$ cat src/rtl/muldiv_ctrl.sv
// Iterative multiply/divide sequencer owning the MIPS HI/LO registers.
// Shift-add multiply and restoring divide, one bit per cycle, then a sign fix-up cycle.
module muldiv_ctrl #(
  parameter int WIDTH = 32
) (
  input  logic             clk,
  input  logic             rst_n,
  input  logic             start,
  input  logic [2:0]       op,
  input  logic [WIDTH-1:0] op_a,
  input  logic [WIDTH-1:0] op_b,
  input  logic             flush,
  input  logic             rd_req,
  input  logic             rd_hi,
  output logic [WIDTH-1:0] rd_data,
  output logic [WIDTH-1:0] hi,
  output logic [WIDTH-1:0] lo,
  output logic             busy,
  output logic             done,
  output logic             dbz,
  output logic             stall,
  output logic [1:0]       dbg_state
);

  localparam int CW = $clog2(WIDTH);
  localparam logic [CW-1:0] LAST = CW'(WIDTH - 1);

  typedef enum logic [1:0] {
    S_IDLE = 2'd0,
    S_RUN  = 2'd1,
    S_FIX  = 2'd2
  } state_t;

  state_t             state_q, state_d;
  logic [CW-1:0]      cnt_q, cnt_d;
  logic [2*WIDTH-1:0] acc_q, acc_d;
  logic [WIDTH-1:0]   b_q, b_d;
  logic [WIDTH-1:0]   a_orig_q, a_orig_d;
  logic               is_div_q, is_div_d;
  logic               neg_res_q, neg_res_d;
  logic               neg_rem_q, neg_rem_d;
  logic               dbz_mark_q, dbz_mark_d;
  logic [WIDTH-1:0]   hi_q, hi_d;
  logic [WIDTH-1:0]   lo_q, lo_d;
  logic               busy_q, busy_d;
  logic               done_q, done_d;
  logic               dbz_q, dbz_d;

  // Issue decode: even ops (MULT, DIV) are signed.
  logic               op_signed, a_neg, b_neg;
  logic [WIDTH-1:0]   abs_a, abs_b;

  logic [WIDTH:0]     mul_sum;
  logic [2*WIDTH-1:0] mul_next;
  logic [WIDTH:0]     div_part, div_diff;
  logic               div_ge;
  logic [WIDTH-1:0]   div_rem;
  logic [2*WIDTH-1:0] div_next;
  logic [2*WIDTH-1:0] prod_fix;
  logic [WIDTH-1:0]   quo_fix, rem_fix;

  always_comb begin
    op_signed = ~op[0];
    a_neg     = op_signed & op_a[WIDTH-1];
    b_neg     = op_signed & op_b[WIDTH-1];
    abs_a     = a_neg ? -op_a : op_a;
    abs_b     = b_neg ? -op_b : op_b;

    // Multiply: acc = {partial product, remaining multiplier bits}, b_q = multiplicand.
    mul_sum  = {1'b0, acc_q[2*WIDTH-1:WIDTH]} + (acc_q[0] ? {1'b0, b_q} : '0);
    mul_next = {mul_sum, acc_q[WIDTH-1:1]};

    // Divide: acc = {partial remainder, dividend shifting into quotient}, b_q = divisor.
    div_part = {acc_q[2*WIDTH-1:WIDTH], acc_q[WIDTH-1]};
    div_ge   = div_part >= {1'b0, b_q};
    div_diff = div_part - {1'b0, b_q};
    div_rem  = div_ge ? div_diff[WIDTH-1:0] : div_part[WIDTH-1:0];
    div_next = {div_rem, acc_q[WIDTH-2:0], div_ge};

    prod_fix = neg_res_q ? -acc_q : acc_q;
    quo_fix  = neg_res_q ? -acc_q[WIDTH-1:0] : acc_q[WIDTH-1:0];
    rem_fix  = neg_rem_q ? -acc_q[2*WIDTH-1:WIDTH] : acc_q[2*WIDTH-1:WIDTH];
  end

  always_comb begin
    state_d    = state_q;
    cnt_d      = cnt_q;
    acc_d      = acc_q;
    b_d        = b_q;
    a_orig_d   = a_orig_q;
    is_div_d   = is_div_q;
    neg_res_d  = neg_res_q;
    neg_rem_d  = neg_rem_q;
    dbz_mark_d = dbz_mark_q;
    hi_d       = hi_q;
    lo_d       = lo_q;
    dbz_d      = dbz_q;
    done_d     = 1'b0;

    case (state_q)
      S_IDLE: begin
        if (start && !flush) begin
          case (op)
            3'b000, 3'b001, 3'b010, 3'b011: begin
              is_div_d   = op[1];
              neg_res_d  = a_neg ^ b_neg;
              neg_rem_d  = a_neg;
              a_orig_d   = op_a;
              cnt_d      = '0;
              acc_d      = {{WIDTH{1'b0}}, (op[1] ? abs_a : abs_b)};
              b_d        = op[1] ? abs_b : abs_a;
              dbz_mark_d = op[1] && (op_b == '0);
              state_d    = (op[1] && (op_b == '0)) ? S_FIX : S_RUN;
            end
            3'b100:  hi_d = op_a;
            3'b101:  lo_d = op_a;
            default: ;
          endcase
        end
      end
      S_RUN: begin
        if (flush) begin
          state_d = S_IDLE;
        end else begin
          acc_d = is_div_q ? div_next : mul_next;
          cnt_d = (cnt_q == LAST) ? '0 : cnt_q + CW'(1);
          if (cnt_q == LAST) state_d = S_FIX;
        end
      end
      S_FIX: begin
        state_d = S_IDLE;
        if (!flush) begin
          done_d = 1'b1;
          if (!is_div_q) begin
            {hi_d, lo_d} = prod_fix;
          end else if (dbz_mark_q) begin
            lo_d  = '1;
            hi_d  = a_orig_q;
            dbz_d = 1'b1;
          end else begin
            lo_d  = quo_fix;
            hi_d  = rem_fix;
            dbz_d = 1'b0;
          end
        end
      end
      default: state_d = S_IDLE;
    endcase

    busy_d = (state_d != S_IDLE);
  end

  always_ff @(posedge clk) begin
    if (!rst_n) begin
      state_q    <= S_IDLE;
      cnt_q      <= '0;
      acc_q      <= '0;
      b_q        <= '0;
      a_orig_q   <= '0;
      is_div_q   <= 1'b0;
      neg_res_q  <= 1'b0;
      neg_rem_q  <= 1'b0;
      dbz_mark_q <= 1'b0;
      hi_q       <= '0;
      lo_q       <= '0;
      busy_q     <= 1'b0;
      done_q     <= 1'b0;
      dbz_q      <= 1'b0;
    end else begin
      state_q    <= state_d;
      cnt_q      <= cnt_d;
      acc_q      <= acc_d;
      b_q        <= b_d;
      a_orig_q   <= a_orig_d;
      is_div_q   <= is_div_d;
      neg_res_q  <= neg_res_d;
      neg_rem_q  <= neg_rem_d;
      dbz_mark_q <= dbz_mark_d;
      hi_q       <= hi_d;
      lo_q       <= lo_d;
      busy_q     <= busy_d;
      done_q     <= done_d;
      dbz_q      <= dbz_d;
    end
  end

  assign hi        = hi_q;
  assign lo        = lo_q;
  assign busy      = busy_q;
  assign done      = done_q;
  assign dbz       = dbz_q;
  assign rd_data   = rd_hi ? hi_q : lo_q;
  assign stall     = busy_q & (start | rd_req);
  assign dbg_state = state_q;

endmodule

$ cat config.mk
export PLATFORM = sky130hd
export DESIGN_NAME = muldiv_ctrl
export DESIGN_NICKNAME = d
export VERILOG_FILES = /design/src/rtl/muldiv_ctrl.sv
export SDC_FILE = /design/constraint.sdc
export NUM_CORES = 1
export LEC_CHECK = 0
export CAP_MARGIN = 25
export CORE_MARGIN = 3
export CORE_UTILIZATION = 48
export CTS_CLUSTER_DIAMETER = 80
export DETAILED_ROUTE_END_ITERATION = 8
export GPL_TIMING_DRIVEN = 0
export PLACE_DENSITY = 0.69
export SYNTH_ARGS = -nofsm -noshare
export SYNTH_HDL_FRONTEND = slang
export SYNTH_SLANG_ARGS = --single-unit
$ cat constraint.sdc
create_clock -name clk -period 4.1 [get_ports clk]
set_input_delay 0.615 -clock clk [delete_from_list [all_inputs] [get_ports clk]]
set_output_delay 0.615 -clock clk [all_outputs]
set_load 0.02 [all_outputs]
==> summary.log, run 1 <==
qor: run_status.outcome complete, no violations
qor: place.io_buffer_count 161
qor: pwr.power.static_leakage 7.367 nW
qor: sta.final_hold_viol_count 0
qor: floorplan.core_area 34,710 um^2
qor: cts.clkSinkCount 206
qor: cells_and_area.area.growth.synth_to_final 18.92%
qor: cts.numCtsBuffers 25
qor: sta.report.final.slew_viol_count 0
qor: synth.ys_ff_latch 206
qor: setup_path.cp_cell_sequence inv_1 -> ha_1 -> inv_1 -> fa_1 -> a21o_1 -> a221oi_2 -> a2111oi_0 -> buf_1 -> o211a_1 -> o21ai_0 -> o21bai_1 -> a21oi_1 -> xor2_1 -> o211ai_1 -> a32o_1
qor: sta.fmax 253.0 MHz
qor: synth.synth-warning-count 0
qor: pwr.power-per-cell-area 300.8 nW/um^2
qor: cts.hold_buffers 0
qor: cts.tritoncts done
qor: setup_path.slowest_stage sky130_fd_sc_hd__dfxtp_1
qor: setup_path.cell_type_with_the_highest_occurrence_count_on_the_critical_path sky130_fd_sc_hd__inv_1
qor: synth.ys_async_sr_fraction 0%
qor: global_route.grt-ovfl-total 0
qor: synth.postSynth.topFlopCell sky130_fd_sc_hd__dfxtp_1
qor: sta.finalSetupViolations 0
qor: setup_path.crit_type flop to flop
qor: cts.clk_latency 0.55 ns
qor: synth.post-synth-top-area-fraction 24.25%
qor: cts.cts.htree.levels 1
qor: global_route.grt_antenna_before_repair 0
qor: cells_and_area.layout-drive-gt1-share 5.305%
qor: cts.clock_path_buffers 3
qor: synth.synth.net_count 2,478
qor: drt.remaining_drcs 0
qor: pwr.peakVddDrop 0.3493 mV
qor: drt.routed_via_density 6.478
qor: global_route.track_usage 37.74%
qor: floorplan.initial_core_util 48.98%
qor: drt.detail_route.first_pass.iterations 6
qor: cts.cts.root.buffer_cell sky130_fd_sc_hd__clkbuf_16
qor: sta.setup_total_negative_slack 0 ns
qor: drt.drt_wl_total 75,610 um
qor: synth.post_synth_inst_count 2,333
qor: synth.post-synth-top-area-cell sky130_fd_sc_hd__dfxtp_1
qor: setup_path.arrival 4.40 ns
qor: setup_path.crit_fanout 7
qor: synth.synth_sequential_area_ratio 24.25%
qor: cells_and_area.utilization 58.25%
qor: cells_and_area.multi_input_comb_area 11,980 um^2
qor: sta.period_minus_slack 3.953 ns
qor: sta.slew_headroom 25.37%
qor: floorplan.die_height 194.2 um
qor: cts.cts.reportedPaths.clkPinSlew 0.06 ns
qor: setup_path.cp-start-kind flop
qor: synth.yosysUniqueCellTypes 80
qor: sta.max_slew.worst_pin.slew 1.119 ns
qor: synth.syn_area_per_cell 7.288 um^2
qor: cells_and_area.seqCellArea 4128 um^2
qor: floorplan.fp-row-count 68
qor: setup_path.max_stage_delay 0.47 ns
qor: global_route.grt_max_degree 14
qor: drt.antenna_violating_nets_left 0
qor: cells_and_area.diodes 0
qor: setup_path.cp-end-kind flop
qor: sta.finalCritPeriodShare 96.41%
qor: global_route.grt_pass1_vias 17,980
qor: synth.synth.cell_area 17,000 um^2
qor: drt.drt_iter0_drc 2,790
qor: drt.post_drt_wl_per_cell 25.20 um
qor: min_path.holdCritPathClass flop to flop
qor: synth.synth-edff-count 0
qor: drt.via_count 19,440
qor: place.finalWeightedCongestion 1.052
qor: cells_and_area.n_fill_cell 3,335
qor: sta.grt_setup_unrepaired no
qor: floorplan.design.die.area 37,720 um^2
qor: floorplan.floorplan.die.width 194.2 um
qor: setup_path.crit_required 4.55 ns
qor: global_route.grt_pass1_wl 111,000 um
qor: sta.finClkSkew 0.01795 ns
qor: floorplan.number_of_top_level_pins 175
qor: place.detailed_place_hpwl 59,350 um
qor: synth.synth.area.top_cells sky130_fd_sc_hd__dfxtp_1, sky130_fd_sc_hd__xnor2_1, sky130_fd_sc_hd__a21oi_1
qor: cells_and_area.nNetsFinal 2,671
qor: job.drv.max_cap_violation_count 0
-- area by class of cell --
cell class                 count  area share (%)
buffer                       193           3.738
timing repair buffer         166           8.125
multi-input combinational   1870           59.27
tap                          455           2.816
inverter                      64           1.207
sequential                   206           20.41
clock buffer                  35           3.577
clock inverter                11          0.8540
-- where the power goes --
part | total, W | internal, W | switching (W)
logic | 0.00152 | 0.000540 | 0.000976
clock network | 0.00244 | 0.00149 | 0.000953
registers | 0.00213 | 0.00206 | 0.0000653
total | 0.00608 | 0.00409 | 0.00199
-- Yosys cell counts, drive strengths merged, types with 11 or more instances --
master  number
o41ai       12
nor3        37
clkbuf     168
a211oi      31
o22ai       14
a22oi       18
and2        17
or3         21
buf         25
a21o        30
nand2      303
a21oi      259
mux2i      100
mux2        34
nand2b      26
o221ai      34
o21a        14
or2         11
o21ai      182
nor2       192
xor2        44
nor4        16
nand4       11
dfxtp      206
ha          70
or4         19
xnor2      148
nor2b       13
o211ai      54
nand3       35
o31ai       30
a31oi       18
inv         63
-- final timing paths --
check	from	endpoint	slack [ns]	depth (start not counted)
max	acc_q[31]	acc_q[60]	0.15	15
min reg2reg	b_q[6]	b_q[6]	0.45	2
min	b_q[6]	b_q[6]	0.45	2
max reg2reg	acc_q[31]	acc_q[60]	0.15	15
-- worst max-delay path, delay by kind of cell (launching register included) --
| family | cells | cell delay [ns] |
|---|---|---|
| DFF | 1 | 0.47 |
| adders and majority gates | 2 | 0.59 |
| xor gates and xnor gates | 1 | 0.21 |
| buffers and inverters | 3 | 0.39 |
| AOI/OAI and AO/OA | 9 | 2.20 |
-- sequential cells by signal, indices dropped and copies added, names as in the netlist --
name / count
hi: 32
dbz_mark_q: 1
lo: 32
acc_q: 64
busy: 1
is_div_q: 1
dbz: 1
b_q: 32
neg_res_q: 1
neg_rem_q: 1
a_orig_q: 32
done: 1
cnt_q: 5
dbg_state: 2
-- cell families (layout without fill, tap and decap cells) --
kind of cell / after synthesis / in the layout / synth area share [%]
compound gates: 750 / 750 / 27.26
mux: 134 / 134 / 8.139
flops: 206 / 206 / 24.25
fa+ha+maj: 72 / 72 / 5.387
xor+xnor: 192 / 192 / 9.890
buf+inv: 257 / 469 / 5.799
simple gates: 722 / 722 / 19.27
-- metal layers --
| layer | vias up | global-route usage [%] | share of wire [%] |
|---|---|---|---|
| met5 | - | 0 | 0 |
| met4 | 0 | 16.17 | 5.3 |
| met3 | 226 | 7.368 | 11 |
| met2 | 1261 | 57.09 | 42 |
| met1 | 9184 | 52.47 | 41 |
| li1 | 8764 | - | - |
-- layout by cell type (no fill, tap or decap), types with 6 or more instances in the layout --
cell | Yosys | final
sky130_fd_sc_hd__buf_1 | 13 | 14
sky130_fd_sc_hd__a22oi_1 | 18 | 18
sky130_fd_sc_hd__o41ai_1 | 11 | 10
sky130_fd_sc_hd__clkbuf_8 | 0 | 6
sky130_fd_sc_hd__clkdlybuf4s50_1 | 0 | 161
sky130_fd_sc_hd__a211o_1 | 6 | 6
sky130_fd_sc_hd__o21ai_0 | 177 | 177
sky130_fd_sc_hd__nor2b_1 | 13 | 13
sky130_fd_sc_hd__and3_1 | 10 | 10
sky130_fd_sc_hd__inv_1 | 62 | 61
sky130_fd_sc_hd__o22ai_1 | 14 | 14
sky130_fd_sc_hd__or3_1 | 21 | 21
sky130_fd_sc_hd__a221oi_1 | 7 | 6
sky130_fd_sc_hd__or2_2 | 9 | 9
sky130_fd_sc_hd__a211oi_1 | 31 | 30
sky130_fd_sc_hd__mux2_2 | 34 | 34
sky130_fd_sc_hd__o21a_1 | 14 | 14
sky130_fd_sc_hd__xor2_1 | 44 | 44
sky130_fd_sc_hd__a21oi_1 | 258 | 255
sky130_fd_sc_hd__nand2b_1 | 26 | 26
sky130_fd_sc_hd__xnor2_1 | 148 | 148
sky130_fd_sc_hd__nand2_1 | 303 | 303
sky130_fd_sc_hd__o211ai_1 | 54 | 54
sky130_fd_sc_hd__nand4_1 | 11 | 11
sky130_fd_sc_hd__nor2_1 | 191 | 191
sky130_fd_sc_hd__dfxtp_1 | 206 | 205
sky130_fd_sc_hd__or4_1 | 16 | 16
sky130_fd_sc_hd__nand3_1 | 34 | 34
sky130_fd_sc_hd__clkbuf_16 | 0 | 25
sky130_fd_sc_hd__nor4_1 | 14 | 14
sky130_fd_sc_hd__o31ai_1 | 30 | 29
sky130_fd_sc_hd__nor3_1 | 37 | 35
sky130_fd_sc_hd__ha_1 | 70 | 70
sky130_fd_sc_hd__o221ai_1 | 34 | 34
sky130_fd_sc_hd__and2_1 | 16 | 16
sky130_fd_sc_hd__buf_2 | 11 | 9
sky130_fd_sc_hd__a21o_1 | 30 | 30
sky130_fd_sc_hd__clkbuf_1 | 168 | 168
sky130_fd_sc_hd__a31oi_1 | 18 | 18
sky130_fd_sc_hd__mux2i_1 | 100 | 100
-- metrics by stage --
stage	hold slack [ns]	cell area [um^2]	total power (W)	worst slack, ns	instances
4_1_cts	0.4555	20110	0.006008	0.006941	2996
6_report	0.4532	20220	0.006083	0.1471	3000
2_1_floorplan	0.4319	17000	0.003050	0.6178	2333
3_3_place_gp	0.4439	19180	0.003582	-0.6264	2949
3_5_place_dp	0.4469	19190	0.003597	-0.6392	2950
5_1_grt	0.4787	20220	0.006236	0.01272	3000
-- timing repair --
| action | CTS | global route |
|---|---|---|
| setup buffers | 0 | 3 |
| resized for setup | 8 | 19 |
| endpoints found under the setup margin | 35 | 33 |
| pin swaps | 0 | 0 |
| cloned | 0 | 0 |
| hold endpoints to repair | 0 | 0 |
Note: power is estimated with default switching activity, not from simulation.
==> run 2, diff against run 1 <==
--- a/config.mk
+++ b/config.mk
@@ -5,8 +5,8 @@
 export SDC_FILE = /design/constraint.sdc
 export NUM_CORES = 1
 export LEC_CHECK = 0
+export ABC_CLOCK_PERIOD_IN_PS = 4100
 export CAP_MARGIN = 25
-export CORE_MARGIN = 3
 export CORE_UTILIZATION = 48
 export CTS_CLUSTER_DIAMETER = 80
 export DETAILED_ROUTE_END_ITERATION = 8
==> run 2 against run 1 <==
  * The flow now finishes with violations (setup timing)
  * Routed wire length grew 0.50%
  * Die area shrank 4.1%
  * Critical path type unchanged
  * Utilization shrank 0.22 points
  * Highest routed layer unchanged
  * Critical endpoint is now hi[28]
  * Largest power group unchanged
  * Global-route usage grew 3.1 points
  * Worst hold slack gained 0.0031 ns
  * Via count grew 0.20%
  * Combinational power is essentially flat
==> summary.log, run 2 (same netlist as run 1, synthesis figures left out) <==
qor: run_status.outcome complete, but fails checks
qor: run_status.failing_checks setup timing
qor: drt.drt_iter0_drc 2,471 [-11%]
qor: cells_and_area.nNetsFinal 2,669 [-0.075%]
qor: sta.grt_setup_unrepaired no
qor: sta.hold_ws 0.4562 ns [+0.003059 ns]
qor: global_route.grt_max_degree 13 [-1]
qor: floorplan.fp-row-count 68 [unchanged]
qor: setup_path.crit_required 4.49 ns [-0.06 ns]
qor: drt.post_drt_wl_per_cell 25.35 um [+0.57%]
qor: floorplan.number_of_top_level_pins 175 [unchanged]
qor: setup_path.regToRegEndpoint hi[28]
qor: sta.fmax 243.0 MHz [-3.9%]
qor: setup_path.crit_type flop to flop
qor: setup_path.worst-path-buf-inv 5 [+2]
qor: cts.clkSinkCount 206 [unchanged]
qor: setup_path.setup.reg_to_reg.worst_slack -0.02 ns [-0.16 ns]
qor: drt.routed_via_density 6.495 [+0.26%]
qor: sta.timing.final.ws_setup -0.01540 ns [-0.1625 ns]
qor: pwr.post-layout-total-power 0.005975 W [-1.8%]
qor: cts.clock_path_buffers 3 [unchanged]
qor: setup_path.cp_cell_sequence clkinvlp_4 -> buf_4 -> clkbuf_4 -> ha_1 -> or3b_2 -> nor2b_1 -> nand3_2 -> or3_1 -> buf_2 -> clkbuf_1 -> nor2_1 -> a21oi_1 -> o21ai_0 -> nand2_1 -> o22ai_1 -> nor2_1
qor: min_path.min-delay-start a_orig_q[0]
qor: cts.cts.htree.levels 1 [unchanged]
qor: global_route.track_usage 40.87% [+3.1 points]
qor: floorplan.floorplan.die.width 190.2 um [-2.1%]
qor: floorplan.initial_core_util 48.98% [unchanged]
qor: cells_and_area.largest_register_ffs 64 [unchanged]
qor: global_route.grt_pass1_vias 17,720 [-1.4%]
qor: setup_path.cp-end-kind flop
qor: cts.hold_buffers 0 [unchanged]
qor: cts.clk_latency 0.57 ns [+0.02 ns]
qor: global_route.grt_pass1_wl 110,600 um [-0.34%]
qor: place.io_buffer_count 161 [unchanged]
qor: cts.tritoncts done
qor: global_route.grt_antenna_before_repair 1 [+1]
qor: cts.numCtsBuffers 27 [+8.0%]
qor: job.drv.max_cap_violation_count 0 [unchanged]
qor: cells_and_area.layout-drive-gt1-share 5.112% [-0.19 points]
qor: setup_path.r2r-start acc_q[0]
qor: place.finalWeightedCongestion 1.014 [-3.6%]
qor: cells_and_area.diodes 0 [unchanged]
qor: min_path.holdCritPathClass flop to flop
qor: sta.report.final.slew_viol_count 0 [unchanged]
qor: place.detailed_place_hpwl 59,820 um [+0.79%]
qor: sta.slew_headroom 22.11% [-3.3 points]
qor: floorplan.die_height 190.2 um [-2.1%]
qor: cells_and_area.utilization 58.02% [-0.22 points]
qor: pwr.peakVddDrop 0.2720 mV [-22%]
qor: setup_path.max_stage_delay 0.51 ns [+0.04 ns]
qor: setup_path.cell_type_with_the_highest_occurrence_count_on_the_critical_path sky130_fd_sc_hd__nor2_1
qor: pwr.power-per-cell-area 296.6 nW/um^2 [-1.4%]
qor: cts.cts.reportedPaths.clkPinSlew 0.06 ns [about the same]
qor: sta.max_slew.worst_pin.slew 1.168 ns [+0.04893 ns]
qor: drt.antenna_violating_nets_left 0 [unchanged]
qor: sta.finalCritPeriodShare 100.4% [+4.0 points]
qor: drt.drt_wl_total 75,990 um [+0.50%]
qor: global_route.grt-ovfl-total 0 [unchanged]
qor: floorplan.core_area 34,710 um^2 [unchanged]
qor: sta.finalSetupViolations 1 [+1]
qor: min_path.hold_path_depth 2 [unchanged]
qor: setup_path.crit_fanout 10 [+3]
qor: setup_path.worst-path-stages 16 [+1]
qor: setup_path.cp-start-kind flop
qor: pwr.power.static_leakage 7.323 nW [-0.60%]
qor: sta.finClkSkew 0.02436 ns [+0.006412 ns]
qor: setup_path.slowest_stage sky130_fd_sc_hd__or3b_2
qor: place.preCtsSetupSlack -0.8056 ns [-0.1664 ns]
qor: cells_and_area.area.growth.synth_to_final 18.46%
qor: cells_and_area.most_common_cell_after_layout_fill_and_taps_aside sky130_fd_sc_hd__nand2_1
qor: cts.cts.root.buffer_cell sky130_fd_sc_hd__clkbuf_16
qor: drt.remaining_drcs 0 [unchanged]
qor: setup_path.arrival 4.51 ns [+0.11 ns]
qor: sta.final_hold_viol_count 0 [unchanged]
qor: min_path.whs_endpoint a_orig_q[0]
qor: setup_path.crit_family simple AND/OR/NAND/NOR gates
qor: setup_path.worst_reg_to_reg_cells 16 [+1]
qor: sta.period_minus_slack 4.115 ns [+0.1625 ns]
qor: cells_and_area.most-common-layout-cells sky130_fd_sc_hd__nand2_1, sky130_fd_sc_hd__a21oi_1, sky130_fd_sc_hd__dfxtp_1
qor: floorplan.design.die.area 36,180 um^2 [-4.1%]
qor: cells_and_area.largest-register acc_q
qor: drt.via_count 19,470 [+0.20%]
qor: drt.detail_route.first_pass.iterations 7 [+1]
## run 2: cell types whose count changed in the layout (fill, tap and decap cells not counted), sizes merged
cell      change
buf           -2
clkinvlp      +3
clkbuf        -1
bufinv        -3
inv           +1
## run 2: tightest hold or removal path: stages, from the launching register on
cell,delay (ns)
sky130_fd_sc_hd__dfxtp_1,0.31
sky130_fd_sc_hd__nand2_1,0.05
sky130_fd_sc_hd__a21oi_1,0.05
## run 2: how the worst max path moves through the flow
| stage | startpoint | endpoint | slack (ns) |
|---|---|---|---|
| 5_1_grt | b_q[21] | acc_q[63] | 0.009 |
| 3_3_place_gp | acc_q[0] | acc_q[63] | -0.71 |
| 2_1_floorplan | acc_q[0] | acc_q[63] | 0.62 |
| 6_report | acc_q[0] | hi[28] | -0.02 |
| 3_5_place_dp | acc_q[0] | acc_q[63] | -0.81 |
| 4_1_cts | acc_q[0] | acc_q[63] | 0.004 |
## run 2: power breakdown
group          internal [W]  switching, W  leakage (nW)
registers           0.00206     0.0000633          1.67
logic              0.000534      0.000968          5.24
clock network       0.00135      0.000998         0.414
total               0.00395       0.00203          7.32
## run 2: final cells by class
class / count / area [um^2]
plain buffers: 192 / 752.0
clock buffers: 36 / 749.5
clock inverters: 12 / 107.6
fillers: 3381 / 14570
inverters: 64 / 244.0
multi-input cells: 1870 / 11970
flip-flops and latches: 206 / 4128
well taps: 455 / 569.3
repair buffers: 163 / 1627
## run 2: through the flow
| step | TNS, ns | std cells | area [um^2] |
|---|---|---|---|
| 6_report | -0.01540 | 2998 | 20140 |
| 2_1_floorplan | 0 | 2333 | 17000 |
| 3_5_place_dp | -5.995 | 2950 | 19200 |
| 3_3_place_gp | -4.782 | 2949 | 19180 |
| 5_1_grt | 0 | 2998 | 20140 |
| 4_1_cts | 0 | 2999 | 20100 |
## run 2: per-layer routing
metal | part of all wire, % | vias to the layer above | global-route usage (%) | wire, um
li1 | - | 8746 | - | -
met1 | 40 | 9169 | 54.78 | 30410
met2 | 42 | 1287 | 60.74 | 31710
met3 | 12 | 271 | 8.891 | 9266
met4 | 6.1 | 0 | 22.22 | 4605
met5 | 0 | - | 0 | 0
## run 2: what timing repair did
| action | CTS | global route |
|---|---|---|
| pin swaps | 0 | 0 |
| buffers inserted | 1 | 0 |
| setup endpoints to repair | 31 | 33 |
| gates cloned | 0 | 0 |
| gates resized for setup | 11 | 12 |
==> run 3, diff against run 2 <==
--- a/config.mk
+++ b/config.mk
@@ -12,6 +12,7 @@
 export DETAILED_ROUTE_END_ITERATION = 8
 export GPL_TIMING_DRIVEN = 0
 export PLACE_DENSITY = 0.69
+export SETUP_SLACK_MARGIN = 0.02
 export SYNTH_ARGS = -nofsm -noshare
 export SYNTH_HDL_FRONTEND = slang
 export SYNTH_SLANG_ARGS = --single-unit
==> run 3 against run 2 <==
  * Final cell count is the same
  * Final area about the same
  * Clock power barely moved
  * Register-to-register slack better by 0.11 ns
  * Sequential cell count is the same
  * Non-clock buffer count unchanged
  * Sequential share of layout area about the same
  * Combinational power about the same
  * The flow now finishes without violations
  * Total power about the same
  * Sequential power hardly changed
  * Highest routed layer unchanged
  * Largest power group unchanged
==> summary.log, run 3 (same netlist as run 1, synthesis figures left out) <==
qor: run_status.outcome complete, no violations
qor: pwr.peakVddDrop 0.2704 mV [-0.58%]
qor: global_route.track_usage 40.87% [unchanged]
qor: pwr.power.combinational.fraction 25.1% [about the same]
qor: sta.period_minus_slack 4.010 ns [-0.1053 ns]
qor: place.detailed_place_hpwl 59,820 um [unchanged]
qor: min_path.whs_endpoint b_q[30]
qor: setup_path.slowest_stage sky130_fd_sc_hd__dfxtp_1
qor: cells_and_area.utilization 58.03% [about the same]
qor: global_route.grt_max_degree 13 [unchanged]
qor: floorplan.core_area 34,710 um^2 [unchanged]
qor: cts.clk_latency 0.57 ns [about the same]
qor: drt.post_drt_wl_per_cell 25.32 um [-0.12%]
qor: drt.remaining_drcs 0 [unchanged]
qor: global_route.grt_pass1_vias 17,720 [unchanged]
qor: sta.finalCritPeriodShare 97.81% [-2.6 points]
qor: setup_path.setup.reg_to_reg.worst_slack 0.09 ns [+0.11 ns]
qor: drt.drt_wl_total 75,900 um [-0.12%]
qor: setup_path.cell_type_with_the_highest_occurrence_count_on_the_critical_path sky130_fd_sc_hd__o31ai_1
qor: cells_and_area.most_common_cell_after_layout_fill_and_taps_aside sky130_fd_sc_hd__nand2_1
qor: setup_path.r2r-start acc_q[32]
qor: pwr.sequentialPowerShare 35.6% [about the same]
qor: floorplan.number_of_top_level_pins 175 [unchanged]
qor: cells_and_area.nNetsFinal 2,669 [unchanged]
qor: setup_path.crit_family compound AO/OA/AOI/OAI gates
qor: setup_path.crit_fanout 10 [unchanged]
qor: drt.detail_route.first_pass.iterations 6 [-1]
qor: sta.max_slew.worst_pin.slew 1.173 ns [+0.004513 ns]
qor: floorplan.die_height 190.2 um [unchanged]
qor: cts.numCtsBuffers 27 [unchanged]
qor: pwr.intPower 0.003946 W [about the same]
qor: sta.fmax 249.4 MHz [+2.6%]
qor: sta.slew_headroom 21.81% [-0.30 points]
qor: job.drv.max_cap_violation_count 0 [unchanged]
qor: setup_path.worst-path-buf-inv 1 [-4]
qor: cells_and_area.design_area 20,140 um^2 [about the same]
qor: pwr.post-layout-total-power 0.005972 W [about the same]
qor: cts.tritoncts done
qor: cells_and_area.layout-drive-gt1-share 5.151% [+0.039 points]
qor: setup_path.cp-end-kind flop
qor: place.placed_area 19,200 um^2 [unchanged]
qor: global_route.grt_antenna_before_repair 1 [unchanged]
qor: setup_path.max_stage_delay 0.64 ns [+0.13 ns]
qor: cells_and_area.largest_register_ffs 64 [unchanged]
qor: setup_path.cp-start-kind flop
qor: cells_and_area.largest-register acc_q
qor: setup_path.worst_reg_to_reg_cells 12 [-4]
qor: setup_path.cp_cell_sequence ha_1 -> nor2b_1 -> o31ai_1 -> nand3_1 -> a21oi_2 -> o211a_1 -> nor3_2 -> o311ai_2 -> nand2_1 -> clkbuf_4 -> a21oi_1 -> o31ai_1
qor: min_path.min-delay-start b_q[30]
qor: floorplan.fp-row-count 68 [unchanged]
qor: pwr.p_switching 0.002026 W [-0.19%]
qor: global_route.grt-ovfl-total 0 [unchanged]
qor: cts.cts.root.buffer_cell sky130_fd_sc_hd__clkbuf_16
qor: pwr.power.share.clock 39.3% [about the same]
qor: global_route.grt_pass1_wl 110,600 um [unchanged]
qor: cells_and_area.diodes 0 [unchanged]
qor: pwr.swShare 33.92% [-0.046 points]
qor: floorplan.initial_core_util 48.98% [unchanged]
qor: place.finalWeightedCongestion 1.014 [unchanged]
qor: sta.report.final.slew_viol_count 0 [unchanged]
qor: floorplan.floorplan.die.width 190.2 um [unchanged]
qor: setup_path.regToRegEndpoint acc_q[63]
qor: pwr.power.static_leakage 7.324 nW [about the same]
qor: pwr.power-per-cell-area 296.4 nW/um^2 [about the same]
qor: setup_path.crit_required 4.51 ns [+0.02 ns]
qor: cells_and_area.most-common-layout-cells sky130_fd_sc_hd__nand2_1, sky130_fd_sc_hd__a21oi_1, sky130_fd_sc_hd__dfxtp_1
qor: cells_and_area.n_fill_cell 3,386 [+0.15%]
qor: sta.final_hold_viol_count 0 [unchanged]
qor: min_path.hold_path_depth 2 [unchanged]
qor: min_path.holdCritPathClass flop to flop
qor: setup_path.crit_type flop to flop
qor: cts.clkSinkCount 206 [unchanged]
qor: setup_path.startpoint acc_q[32]
qor: sta.finalSetupViolations 0 [-1]
qor: place.placed_cells 2,950 [unchanged]
qor: drt.drt_iter0_drc 2,487 [+0.65%]
qor: sta.hold_ws 0.4563 ns [+0.00008000 ns]
qor: drt.antenna_violating_nets_left 0 [unchanged]
qor: sta.finClkSkew 0.02613 ns [+0.001764 ns]
qor: drt.via_count 19,320 [-0.78%]
qor: cells_and_area.area.growth.synth_to_final 18.48% [about the same]
qor: cts.cts.htree.levels 1 [unchanged]
qor: setup_path.arrival 4.42 ns [-0.09 ns]
qor: drt.routed_via_density 6.445 [-0.78%]
qor: sta.grt_setup_unrepaired yes
qor: place.io_buffer_count 161 [unchanged]
qor: floorplan.design.die.area 36,180 um^2 [unchanged]
qor: cts.clock_path_buffers 3 [unchanged]
qor: cells_and_area.instances_no_fill 2,998 [unchanged]
qor: cts.cts.reportedPaths.clkPinSlew 0.06 ns [about the same]
==> run 3: routing by layer <==
layer  up-vias  part of all wire [%]  global-route usage [%]
met3       249                    12                   8.891
li1       8743                     -                       -
met1      9113                    40                   54.78
met4         0                   5.9                   22.22
met5         -                     0                       0
met2      1217                    42                   60.74
==> run 3: power groups by stage <==
stage,registers (W),clock network [W],logic (W)
after floorplan,0.00215,0,0.000895
after global placement,0.00216,0,0.00141
after detailed placement,0.00217,0,0.00143
after CTS,0.00212,0.00234,0.00144
after global routing,0.00213,0.00243,0.00158
final,0.00212,0.00235,0.00150
==> run 3: how the worst max path moves through the flow <==
stage	slack (ns)	cells past startpoint	to
2_1_floorplan	0.62	15	acc_q[63]
3_3_place_gp	-0.71	15	acc_q[63]
3_5_place_dp	-0.81	15	acc_q[63]
4_1_cts	0.03	14	hi[30]
5_1_grt	0.009	12	acc_q[63]
6_report	0.09	12	acc_q[63]
==> run 3: layout make-up <==
cell class | count | area [um^2] | area share, %
inverters | 64 | 244.0 | 1.211
clock buffers | 36 | 749.5 | 3.721
clock inverters | 12 | 107.6 | 0.5342
repair buffers | 163 | 1627 | 8.075
plain buffers | 192 | 752.0 | 3.733
well taps | 455 | 569.3 | 2.826
flip-flops and latches | 206 | 4128 | 20.49
multi-input cells | 1870 | 11970 | 59.41
==> run 3: worst register-to-register path: stages, from the launching register on <==
cell and delay, ns:
sky130_fd_sc_hd__dfxtp_1 0.64, sky130_fd_sc_hd__ha_1 0.33, sky130_fd_sc_hd__nor2b_1 0.15, sky130_fd_sc_hd__o31ai_1 0.39, sky130_fd_sc_hd__nand3_1 0.15, sky130_fd_sc_hd__a21oi_2 0.38
sky130_fd_sc_hd__o211a_1 0.25, sky130_fd_sc_hd__nor3_2 0.08, sky130_fd_sc_hd__o311ai_2 0.44, sky130_fd_sc_hd__nand2_1 0.25, sky130_fd_sc_hd__clkbuf_4 0.34, sky130_fd_sc_hd__a21oi_1 0.35
sky130_fd_sc_hd__o31ai_1 0.11
==> run 3: stage by stage <==
stage	TNS [ns]	setup slack (ns)
6_report	0	0.08986
5_1_grt	0	0.008728
4_1_cts	0	0.03182
3_5_place_dp	-5.995	-0.8056
3_3_place_gp	-4.782	-0.7080
2_1_floorplan	0	0.6178
==> run 3: timing repair <==
action / CTS / global route
gates cloned: 0 / 0
setup endpoints to repair: 36 / 37
endpoints found under the hold margin: 0 / 0
buffers inserted: 1 / 0
resized for setup: 12 / 12
hold buffers: 0 / 0
